--- config.mk ---
export PLATFORM = sky130hd
export DESIGN_NAME = game_note_scheduler
export DESIGN_NICKNAME = d
export VERILOG_FILES = /design/src/rtl/game_pkg.sv /design/src/rtl/game_note_scheduler_scroll_tick_gen.sv /design/src/rtl/game_note_scheduler.sv
export SDC_FILE = /design/constraint.sdc
export NUM_CORES = 1
export LEC_CHECK = 0
export CAP_MARGIN = 25
export CORE_MARGIN = 4
export CORE_UTILIZATION = 48
export CTS_BUF_LIST = sky130_fd_sc_hd__clkbuf_16
export DETAILED_ROUTE_END_ITERATION = 8
export PLACE_DENSITY_LB_ADDON = 0.1
export SETUP_SLACK_MARGIN = 0.2
export SYNTH_ARGS = -nofsm -noshare
export SYNTH_HDL_FRONTEND = slang
export SYNTH_SLANG_ARGS = --single-unit
--- constraint.sdc ---
create_clock -name vga_clk -period 1.9 [get_ports vga_clk]
set_input_delay 0.285 -clock vga_clk [delete_from_list [all_inputs] [get_ports vga_clk]]
set_output_delay 0.285 -clock vga_clk [all_outputs]
set_load 0.005 [all_outputs]
--- src/rtl/game_pkg.sv ---
// ============================================================================
// Module   : game_pkg
// Brief    : Shared types and constants for the game note scheduler.
// Revision : 1.0
// ============================================================================
`default_nettype none

package game_pkg;

    typedef enum logic [2:0] {
        ST_IDLE  = 3'd0,
        ST_FETCH = 3'd1,
        ST_LOAD  = 3'd2,
        ST_PLAY  = 3'd3,
        ST_GAP   = 3'd4,
        ST_DONE  = 3'd5
    } state_t;

    localparam int TICK_PERIOD_DEFAULT = 100000;

    // Song ROM entry layout: [15:8] note mask, [7:4] duration, [3:0] gap
    localparam int MASK_MSB = 15;
    localparam int MASK_LSB = 8;
    localparam int DUR_MSB  = 7;
    localparam int DUR_LSB  = 4;
    localparam int GAP_MSB  = 3;
    localparam int GAP_LSB  = 0;

    // Mask and duration both zero marks the end of the song
    localparam logic [11:0] END_MARKER = 12'h000;

    function automatic logic is_end_marker(input logic [15:0] entry);
        return entry[MASK_MSB:DUR_LSB] == END_MARKER;
    endfunction

endpackage

`default_nettype wire

--- src/rtl/game_note_scheduler_scroll_tick_gen.sv ---
// ============================================================================
// Module   : scroll_tick_gen
// Brief    : Free-running period counter with enable/clear; one-cycle tick.
// Revision : 1.0
// ============================================================================
`default_nettype none

module scroll_tick_gen
    import game_pkg::*;
#(
    parameter int TICK_PERIOD = TICK_PERIOD_DEFAULT
) (
    input  logic vga_clk,
    input  logic rst,
    input  logic en,
    input  logic clr,
    output logic tick
);

    localparam int            CW       = (TICK_PERIOD > 2) ? $clog2(TICK_PERIOD) : 1;
    localparam logic [CW-1:0] TERMINAL = CW'(TICK_PERIOD - 1);

    logic [CW-1:0] cnt_q;
    logic [CW-1:0] cnt_d;

    // Clear wins over enable so a fresh note always gets a full first period
    always_comb begin
        cnt_d = cnt_q;
        tick  = 1'b0;
        if (clr) begin
            cnt_d = '0;
        end else if (en) begin
            if (cnt_q == TERMINAL) begin
                tick  = 1'b1;
                cnt_d = '0;
            end else begin
                cnt_d = cnt_q + 1'b1;
            end
        end
    end

    always_ff @(posedge vga_clk) begin
        if (rst) begin
            cnt_q <= '0;
        end else begin
            cnt_q <= cnt_d;
        end
    end

endmodule

`default_nettype wire

--- src/rtl/game_note_scheduler.sv ---
// ============================================================================
// Module   : game_note_scheduler
// Brief    : Walks a song ROM, presenting note masks for duration/gap ticks.
//            Optional scoring enabled by defining GAME_SCORE_EN.
// Revision : 1.0
// ============================================================================
`default_nettype none

module game_note_scheduler
    import game_pkg::*;
#(
    parameter int TICK_PERIOD = TICK_PERIOD_DEFAULT,
    parameter int ROM_AW      = 8
) (
    input  logic              vga_clk,
    input  logic              rst,
    input  logic              start,
    input  logic              pause,
`ifdef GAME_SCORE_EN
    input  logic [7:0]        key,
    input  logic [6:0]        bottom_mask,
    output logic [15:0]       score,
`endif
    output logic [ROM_AW-1:0] rom_addr,
    input  logic [15:0]       rom_data,
    output logic [7:0]        note,
    output logic              output_ready,
    output logic              tick,
    output logic              busy,
    output logic              song_done
);

    localparam logic [ROM_AW-1:0] LAST_ADDR = {ROM_AW{1'b1}};

    state_t            state_q, state_d;
    logic [ROM_AW-1:0] addr_q,  addr_d;
    logic [7:0]        note_q,  note_d;
    logic              ready_q, ready_d;
    logic [3:0]        dur_q,   dur_d;
    logic [3:0]        gap_q,   gap_d;
    logic [3:0]        tcnt_q,  tcnt_d;

    logic w_active;
    logic w_tick_en;
    logic w_tick_clr;
    logic w_entry_done;

    assign w_active   = (state_q == ST_PLAY) || (state_q == ST_GAP);
    assign w_tick_en  = w_active && !pause && !start;
    assign w_tick_clr = start || (state_q == ST_LOAD);

    scroll_tick_gen #(
        .TICK_PERIOD (TICK_PERIOD)
    ) u_tick_gen (
        .vga_clk (vga_clk),
        .rst     (rst),
        .en      (w_tick_en),
        .clr     (w_tick_clr),
        .tick    (tick)
    );

    always_ff @(posedge vga_clk) begin
        if (rst) begin
            state_q <= ST_IDLE;
            addr_q  <= '0;
            note_q  <= '0;
            ready_q <= 1'b0;
            dur_q   <= '0;
            gap_q   <= '0;
            tcnt_q  <= '0;
        end else begin
            state_q <= state_d;
            addr_q  <= addr_d;
            note_q  <= note_d;
            ready_q <= ready_d;
            dur_q   <= dur_d;
            gap_q   <= gap_d;
            tcnt_q  <= tcnt_d;
        end
    end

    // Tick only arrives in unpaused PLAY/GAP, so pause freezes everything here
    always_comb begin
        state_d      = state_q;
        addr_d       = addr_q;
        note_d       = note_q;
        ready_d      = ready_q;
        dur_d        = dur_q;
        gap_d        = gap_q;
        tcnt_d       = tcnt_q;
        w_entry_done = 1'b0;

        if (start) begin
            state_d = ST_FETCH;
            addr_d  = '0;
            tcnt_d  = '0;
        end else begin
            case (state_q)
                ST_FETCH: state_d = ST_LOAD;
                ST_LOAD: begin
                    if (is_end_marker(rom_data)) begin
                        state_d = ST_DONE;
                        note_d  = '0;
                        ready_d = 1'b0;
                    end else begin
                        state_d = ST_PLAY;
                        note_d  = rom_data[MASK_MSB:MASK_LSB];
                        ready_d = 1'b1;
                        dur_d   = (rom_data[DUR_MSB:DUR_LSB] == 4'd0) ? 4'd1
                                                                      : rom_data[DUR_MSB:DUR_LSB];
                        gap_d   = rom_data[GAP_MSB:GAP_LSB];
                        tcnt_d  = '0;
                    end
                end
                ST_PLAY: begin
                    if (tick) begin
                        if (tcnt_q + 4'd1 == dur_q) begin
                            tcnt_d = '0;
                            if (gap_q != 4'd0) begin
                                state_d = ST_GAP;
                                note_d  = '0;
                                ready_d = 1'b1;
                            end else begin
                                w_entry_done = 1'b1;
                            end
                        end else begin
                            tcnt_d = tcnt_q + 4'd1;
                        end
                    end
                end
                ST_GAP: begin
                    if (tick) begin
                        if (tcnt_q + 4'd1 == gap_q) begin
                            tcnt_d       = '0;
                            w_entry_done = 1'b1;
                        end else begin
                            tcnt_d = tcnt_q + 4'd1;
                        end
                    end
                end
                default: state_d = state_q;
            endcase

            // The last ROM slot ends the song rather than wrapping to 0
            if (w_entry_done) begin
                if (addr_q == LAST_ADDR) begin
                    state_d = ST_DONE;
                    note_d  = '0;
                    ready_d = 1'b0;
                end else begin
                    state_d = ST_FETCH;
                    addr_d  = addr_q + 1'b1;
                end
            end
        end
    end

    always_comb begin
        rom_addr     = addr_q;
        note         = note_q;
        output_ready = ready_q && !(w_active && pause);
        busy         = (state_q == ST_FETCH) || (state_q == ST_LOAD) || w_active;
        song_done    = (state_q == ST_DONE);
    end

`ifdef GAME_SCORE_EN
    logic [15:0] score_q, score_d;
    logic [6:0]  w_key_row;
    logic        w_key_unused;

    // Keys are wired C..B from bit7 down; the display row is C..B from bit0 up
    assign w_key_row    = {key[1], key[2], key[3], key[4], key[5], key[6], key[7]};
    assign w_key_unused = key[0];

    always_comb begin
        score_d = score_q;
        if (start) begin
            score_d = '0;
        end else if (tick && (bottom_mask != 7'd0) && (bottom_mask == w_key_row)
                     && (score_q != 16'hFFFF)) begin
            score_d = score_q + 16'd1;
        end
    end

    always_ff @(posedge vga_clk) begin
        if (rst) begin
            score_q <= '0;
        end else begin
            score_q <= score_d;
        end
    end

    assign score = score_q;
`endif

endmodule

`default_nettype wire

==> impl_metrics.json <==
{
  "status": "finished, violations left",
  "violations": "negative setup slack",
  "synth_warnings": 0,
  "grt_overflow": 0,
  "synth_top_area_share_pct": 39.82,
  "min_period_over_period_pct": 110.0,
  "synth_ff_type": "dfxtp_1",
  "min_path_type": "input port to flip-flop",
  "crit_path_start_kind": "flip-flop",
  "netlist_top_cells_area": "dfxtp_1, nor2_1, xor2_1, nand2_1, xnor2_1",
  "yosysTopAreaCell": "dfxtp_1",
  "routabilityCongestion": 0.8982,
  "setup_viol": 25,
  "final_common_cell": "buf_4",
  "critPathMaxFanout": 5,
  "path_class": "flip-flop to flip-flop",
  "required_ns": 2.12,
  "dieArea_um2": 6343,
  "fin_ws_ns": -0.1908,
  "hold_viol_final": 0,
  "async_flop_share_pct": 0,
  "synth_edf_count": 0,
  "finalClockSkew_ns": 0.01055,
  "grt_pass1_vias": 2541,
  "p_leak_nw": 1.564,
  "htreeDepth": 2,
  "crit_path_max_incr_delay_ns": 0.35,
  "rsz0062_at_grt": "yes",
  "clkTransAtPathRegs_ns": 0.06,
  "tns_ns": -2.963,
  "ctsLongestPathBuffers": 2,
  "first_iter_violations": 163,
  "power_density_nw_per_um2": 503.0,
  "clock_latency_ns": 0.30,
  "wl_per_cell_um": 19.80,
  "numCtsBuffers": 5,
  "dp_hpwl_um": 4358,
  "crit_buf_inv": 1,
  "antenna_found_initial": 0,
  "start_util_pct": 50.81,
  "crit_path_end_kind": "flip-flop",
  "ys_types": 46,
  "port_buffers": 39,
  "drv_slew": 0,
  "max_freq_mhz": 478.3,
  "wl_um": 9147,
  "synthCells": 287,
  "dieHeight_um": 79.64,
  "post-place-ws_ns": -0.3445,
  "cts_tree": "yes",
  "period_needed_ns": 2.091,
  "crit_arrival_ns": 2.31,
  "area_delta_synth_final_pct": 71.97,
  "root_buffer": "clkbuf_16",
  "crit_family": "simple AND/OR/NAND/NOR gates",
  "io_pins": 40,
  "vias": 2741,
  "grt_util_all_layers_pct": 23.17,
  "synth_nets": 310,
  "crit_chain": "ha_4 > xnor2_2 > nand3_2 > nor3_4 > buf_4 > o211ai_4 > or3_1 > a21oi_1",
  "drt_pass1_iterations": 5,
  "ant_nets": 0,
  "ys_seq_elements": 49,
  "worst_pin_slew_ns": 0.4941,
  "grt_max_degree": 20,
  "avgSynthCellArea_um2": 8.584,
  "maxSlewHeadroom_pct": 66.79,
  "synth_area_um2": 2464,
  "core-area_um2": 4848,
  "p_total_mw": 2.131,
  "via_per_inst": 5.933,
  "drive_above_1_share_pct": 43.80,
  "irDropWorstVdd_uv": 365.0,
  "synth_seq_area_share_pct": 39.82,
  "grt_pass1_wl_um": 11610,
  "final_cell_mix": "buf_4, dfxtp_1, clkdlybuf4s50_1, nor2_1, nand2_1",
  "drc_errors": 0,
  "final_util_pct": 87.38,
  "fp.dieW_um": 79.64,
  "core.rowCount": 25,
  "diodes": 0,
  "cap_violations": 0,
  "cts.sinks": 49,
  "worst_path_max_delay_cell": "dfxtp_2",
  "nets": 417
}
==> flip-flops by register name, indices dropped and copies added (netlist names) <==
name              cells
state_q               3
rom_addr              8
dur_q                 4
ready_q               1
gap_q                 4
tcnt_q                4
u_tick_gen.cnt_q     17
note                  8
==> per-stage QoR <==
stage               hold WS (ns)  area, um2  instances
floorplan                 0.3996       2536        287
global placement          0.4614       3349        436
detailed placement        0.4694       3349        436
CTS                       0.4797       3779        454
global route              0.3714       4237        462
finish                    0.3366       4237        462
==> layout make-up <==
| type | count | area, um2 |
|---|---|---|
| clock buffers | 5 | 125.1 |
| clock inverters | 3 | 16.27 |
| fillers | 220 | 611.8 |
| inverters | 3 | 11.26 |
| multi-input cells | 224 | 1963 |
| flip-flops and latches | 49 | 1002 |
| well taps | 67 | 83.83 |
| repair buffers | 111 | 1035 |
==> kinds of logic after synthesis <==
logic type	synth area share, %
AND/OR/NAND/NOR	29.51
flip-flops	39.82
AO/OA/AOI/OAI	11.33
XOR/XNOR	11.07
buffers and inverters	3.098
multiplexers	3.657
adder cells (fa/ha/maj)	1.524
==> repair_timing <==
action / in CTS / in global routing
pin swaps: 17 / 37
setup buffers: 10 / 5
setup endpoints to repair: 53 / 51
hold buffers: 0 / 0
resized for setup: 62 / 74
gates cloned: 0 / 3
==> synthesized netlist by cell type (2+ instances only) <==
cell type	n
dfxtp_1	49
nor2_1	43
nand2_1	26
nand3_1	18
o21ai_0	18
xor2_1	15
xnor2_1	11
mux2i_1	9
nand2b_1	9
a21oi_1	8
and3_1	7
nor4_1	6
a31oi_1	5
clkbuf_1	5
buf_2	4
or3_1	4
ha_1	3
inv_1	3
nand4_1	3
nor2b_1	3
nor3_1	3
nor3_2	3
a211oi_1	2
buf_4	2
nand3b_1	2
o21a_1	2
o31ai_1	2
or2_2	2
or4_1	2
xnor3_1	2
==> path summary, 6_finish.rpt <==
| path | startpoint | end | slack [ns] | cells after the start |
|---|---|---|---|---|
| worst max register to register | tcnt_q[1] | rom_addr[3] | -0.19 | 8 |
| worst max-delay path | tcnt_q[1] | rom_addr[3] | -0.19 | 8 |
| worst min-delay path | rom_data[6] | dur_q[2] | 0.34 | 3 |
| worst min register to register | note[6] | note[6] | 0.48 | 2 |
==> tightest hold or removal path: stages <==
cell            delay (ns)
dlymetal6s2s_1        0.13
mux2i_1               0.10
nor2_1                0.08
==> report_power, final <==
part	internal (mW)	leakage, nW	switching, mW	total (mW)
Combinational	0.106	1.09	0.0968	0.203
Clock	0.485	0.0739	0.406	0.891
Sequential	1.03	0.400	0.00853	1.04
Total	1.62	1.56	0.511	2.13
==> layer usage <==
| metal | track usage (%) | vias to the layer above | share of wire (%) |
|---|---|---|---|
| met5 | 0 | - | 0 |
| met4 | 8.076 | 0 | 4.9 |
| met2 | 38.65 | 158 | 48 |
| met3 | 5.982 | 56 | 8.3 |
| met1 | 28.81 | 1312 | 39 |
| li1 | - | 1215 | - |
No activity file was read; power rests on OpenSTA's default activity.
